--- src/rtl/lut_bool_eval.sv ---
// Programmable N-input truth-table evaluator with serial table load and self-sweep.
// Optional macro LUT_READBACK_EN adds cfg_sout, the table MSB that shifts out on each load.
module lut_bool_eval #(
    parameter int N          = 5,
    parameter int SWEEP_HOLD = 1
) (
    input  logic         clk,
    input  logic         rst,
    input  logic         cfg_load,
    input  logic         cfg_bit,
    input  logic [N-1:0] in_vec,
    input  logic         eval_en,
    output logic         f_out,
    output logic         f_valid,
    input  logic         sweep_start,
    output logic         sweep_busy,
    output logic [N-1:0] sweep_idx,
    output logic         sweep_f,
    output logic         sweep_done,
`ifdef LUT_READBACK_EN
    output logic         cfg_sout,
`endif
    output logic [N:0]   minterm_cnt
);

    localparam int           DEPTH     = 1 << N;
    localparam logic [N-1:0] IDX_LAST  = N'(DEPTH - 1);
    localparam logic [7:0]   HOLD_LAST = 8'(SWEEP_HOLD - 1);

    typedef enum logic [1:0] {
        S_IDLE = 2'd0,
        S_RUN  = 2'd1,
        S_DONE = 2'd2
    } state_t;

    state_t           state;
    logic [DEPTH-1:0] tt;
    logic [7:0]       hold_cnt;

    // Loading is only allowed in IDLE so a sweep always reads a stable table.
    always_ff @(posedge clk) begin
        if (rst) begin
            tt <= '0;
        end else if (cfg_load && (state == S_IDLE)) begin
            tt <= {tt[DEPTH-2:0], cfg_bit};
        end
    end

    always_ff @(posedge clk) begin
        if (rst) begin
            f_out   <= 1'b0;
            f_valid <= 1'b0;
        end else begin
            f_valid <= eval_en;
            if (eval_en) begin
                f_out <= tt[in_vec];
            end
        end
    end

    always_ff @(posedge clk) begin
        if (rst) begin
            state       <= S_IDLE;
            sweep_idx   <= '0;
            hold_cnt    <= '0;
            minterm_cnt <= '0;
            sweep_busy  <= 1'b0;
            sweep_done  <= 1'b0;
        end else begin
            sweep_done <= 1'b0;
            case (state)
                S_IDLE: begin
                    if (sweep_start) begin
                        state       <= S_RUN;
                        sweep_busy  <= 1'b1;
                        sweep_idx   <= '0;
                        hold_cnt    <= '0;
                        minterm_cnt <= '0;
                    end
                end
                S_RUN: begin
                    if (hold_cnt == HOLD_LAST) begin
                        minterm_cnt <= minterm_cnt + (N+1)'(tt[sweep_idx]);
                        // Index stops at the last entry; it never wraps back to 0.
                        if (sweep_idx == IDX_LAST) begin
                            state      <= S_DONE;
                            sweep_busy <= 1'b0;
                            sweep_done <= 1'b1;
                        end else begin
                            sweep_idx <= sweep_idx + 1'b1;
                            hold_cnt  <= '0;
                        end
                    end else begin
                        hold_cnt <= hold_cnt + 1'b1;
                    end
                end
                S_DONE: begin
                    state <= S_IDLE;
                end
                default: begin
                    state      <= S_IDLE;
                    sweep_busy <= 1'b0;
                end
            endcase
        end
    end

    assign sweep_f = sweep_busy & tt[sweep_idx];

`ifdef LUT_READBACK_EN
    assign cfg_sout = tt[DEPTH-1];
`endif

endmodule

--- config.mk ---
export PLATFORM = sky130hd
export DESIGN_NAME = lut_bool_eval
export DESIGN_NICKNAME = d
export VERILOG_FILES = /design/src/rtl/lut_bool_eval.sv
export SDC_FILE = /design/constraint.sdc
export NUM_CORES = 1
export LEC_CHECK = 0
export ABC_AREA = 0
export CORE_ASPECT_RATIO = 0.5
export CORE_UTILIZATION = 40
export DETAILED_ROUTE_END_ITERATION = 8
export MAX_ROUTING_LAYER = met4
export PLACE_DENSITY = 0.67
export SLEW_MARGIN = 20
export SYNTH_ARGS = -nofsm -noshare
export SYNTH_HDL_FRONTEND = slang
export SYNTH_SLANG_ARGS = --single-unit
--- constraint.sdc ---
create_clock -name clk -period 3.53 [get_ports clk]
set_input_delay 0.8825 -clock clk [delete_from_list [all_inputs] [get_ports clk]]
set_output_delay 0.8825 -clock clk [all_outputs]
set_load 0.05 [all_outputs]
==> results.py <==
metrics = {
    "logic_synthesis": {
        "ys_top_cells_by_count": "nand2_1 (74), dfxtp_1 (57), a21oi_1 (41)",
        "synth_top_family_by_area": "simple AND/OR/NAND/NOR gates",
        "yosys.area_share.simple_pct": 24.8,
        "synthMuxAreaShare_pct": 13.7,
        "synth_compound_area_share_pct": 12.5,
        "synth_area_um2": 2920,
        "syn_nets": 348,
        "yosysMostFrequentCell": "nand2_1",
        "yosys_warnings": 0,
        "synthAdderAreaFrac_pct": 2.57,
        "yosys.area_share.xor_xnor_pct": 3.60,
        "yosysSeqAreaShare_pct": 39.0,
        "synth_area_leader_cell": "dfxtp_1",
        "avgSynthCellArea_um2": 8.83,
        "synthArstFlopShare_pct": 0,
        "syn_inst": 331,
        "synth_edf_count": 0,
        "synth.area.top_cells": "dfxtp_1 (39%), nand2_1 (9.5%), a21oi_1 (7.0%)",
        "synth_cell_types": 43,
        "synth_ff_type": "dfxtp_1",
        "ys_ff_latch": 57,
        "synth_top_area_share_pct": 39.0,
    },
    "pwr": {
        "pwr-share-comb_pct": 7.8,
        "power_density_nw_per_um2": 492,
        "clockPowerShare_pct": 54.0,
        "p_leak_nw": 1.29,
        "p_seq_share_pct": 38.2,
        "peakVddDrop_mv": 0.236,
        "internal_power_w": 0.00136,
        "p_sw_share_pct": 22.2,
        "totalPowerFinal_w": 0.00174,
        "p_sw_w": 0.000387,
    },
    "placement": {
        "dp_cells": 432,
        "place_congestion": 0.883,
        "portBuffers": 26,
        "dp_hpwl_um": 4620,
    },
    "clocking": {
        "ctsHoldBuffers": 0,
        "cts_tree": "yes",
        "root_buffer": "clkbuf_16",
        "clk_latency_ns": 0.32,
        "numCtsBuffers": 9,
        "clkSinkCount": 57,
        "cts_max_path_buffers": 2,
        "h-tree-depth": 3,
        "clkSlewWorstSetupHoldPaths_ns": 0.05,
    },
    "critical_path": {
        "r2r-start": "sweep_idx[1]",
        "cp_max_fo": 12,
        "required_ns": 2.65,
        "cp-start-kind": "flip-flop",
        "crit_path_end_kind": "primary output",
        "r2r_end": "minterm_cnt[4]",
        "worstSetupEndpoint": "sweep_f",
        "cp-startpoint": "sweep_idx[1]",
        "cp.arrival_ns": 2.40,
        "criticalPathCategory": "reg2out",
        "regToRegSetupSlack_ns": 0.86,
        "rr_worst_depth": 10,
    },
    "worst_hold_path": {
        "hp-class": "reg2reg",
        "min_from": "tt[31]",
    },
    "final_layout": {
        "multi_input_area_um2": 1670,
        "antennaDiodeCount": 0,
        "finish.utilization_pct": 51.7,
        "fin_cells": 448,
        "drive_gt1_share_pct": 10.4,
        "area_delta_synth_final_pct": 21.4,
        "seqCellArea_um2": 1140,
        "fillCellCount": 613,
        "finalNetCount": 368,
    },
    "floorplanning": {
        "die_w_um": 123,
        "die_h_um": 62.4,
        "core_um2": 6860,
        "start_util_pct": 42.6,
        "core.rowCount": 21,
        "ios": 27,
        "die_area_um2": 7670,
    },
    "sta": {
        "clock_skew_ns": 0.00407,
        "min_period_ns": 3.29,
        "fmax_mhz": 304,
        "setup-violations-final": 0,
        "worstMarginPinSlew_ns": 1.01,
        "timing.final.crit_share_pct": 93.1,
        "tns_ns": 0,
        "hold_ws_ns": 0.481,
        "max-slew-margin-rel_pct": 32.8,
        "rsz0062_at_grt": "no",
        "final_hold_viol_count": 0,
        "final_max_slew_viol_count": 0,
    },
    "status": {
        "status": "completed",
    },
    "detailed_routing": {
        "vias": 2409,
        "ant_nets": 0,
        "vias_per_cell": 5.38,
        "drt-wirelength-per-cell_um": 14.8,
        "firstDrtPassIters": 5,
        "drtIter0Drc": 212,
        "drc_errors": 0,
        "wirelength_um": 6640,
    },
    "grt": {
        "antenna_found_initial": 0,
        "grt_pass1_wl_um": 11000,
        "grt.overflow.total": 0,
        "grtUsageTotal_pct": 19.1,
        "grt_start_max_net_pins": 38,
        "grt_pass1_vias": 2259,
    },
    "run": {
        "drv_cap": 0,
    },
}
==> sequential cells by signal, indices dropped and copies added, names as in the netlist <==
| signal | count |
|---|---|
| state | 2 |
| minterm_cnt | 6 |
| sweep_idx | 5 |
| sweep_busy | 1 |
| hold_cnt | 8 |
| f_out | 1 |
| tt | 32 |
| f_valid | 1 |
| sweep_done | 1 |
==> kinds of logic after synthesis <==
logic type | count (synthesis)
AO/OA/AOI/OAI | 61
XOR/XNOR | 12
adder cells (fa/ha/maj) | 6
buffers and inverters | 22
flip-flops | 57
multiplexers | 28
AND/OR/NAND/NOR | 145
==> cell type report <==
type | instances | area share (%)
Inverter | 2 | 0.212
Timing Repair Buffer | 29 | 7.90
Clock buffer | 11 | 7.12
Tap cell | 92 | 3.24
Sequential cell | 57 | 32.2
Clock inverter | 5 | 2.19
Multi-Input combinational cell | 252 | 47.1
==> worst max-delay path, stage by stage, from the launching register on <==
cell	delay [ns]
dfxtp_1	0.61
mux4_2	0.55
mux2_2	0.28
nor3b_2	0.19
nor4_2	0.09
and2_1	0.17
buf_4	0.18
==> power groups by stage <==
stage | combinational (W) | sequential [W] | clock, W
6_report | 0.000136 | 0.000666 | 0.000943
3_5_place_dp | 0.000134 | 0.000679 | 0
5_1_grt | 0.000147 | 0.000667 | 0.000989
4_1_cts | 0.000135 | 0.000666 | 0.000963
3_3_place_gp | 0.000130 | 0.000677 | 0
2_1_floorplan | 0.0000907 | 0.000684 | 0
==> worst min-delay path by stage <==
stage | cells past startpoint | slack (ns) | to
after global routing | 2 | 0.50 | tt[31]
after detailed placement | 2 | 0.48 | tt[31]
final | 2 | 0.48 | tt[31]
after floorplan | 2 | 0.44 | tt[31]
after CTS | 2 | 0.48 | tt[31]
after global placement | 2 | 0.47 | tt[18]
==> placed cells by master, fill, tap and decap left out, types with 9 or more instances in the layout <==
cell,n
nand2_1,74
dfxtp_1,56
a21oi_1,41
clkdlybuf4s50_1,25
nor2_1,23
mux2i_1,18
nand3_1,9
clkbuf_16,9
==> through the flow <==
step                      area, um2  setup slack [ns]
final                          3550             0.244
after global routing           3550             0.149
after CTS                      3550            0.0354
after detailed placement       3220             0.394
after global placement         3220             0.463
after floorplan                2920             0.408
==> metal layers <==
metal	up-vias	GRT usage, %	wire (um)
li1	1196	-	-
met5	-	-	0
met3	7	5.11	344
met2	65	28.7	2940
met1	1141	24.8	3280
met4	0	6.86	72
==> what timing repair did <==
action	4_1_cts	5_1_grt
gates resized for setup	0	1
setup buffers	0	0
endpoints found under the setup margin	0	1
Note: power is estimated with default switching activity, not from simulation.
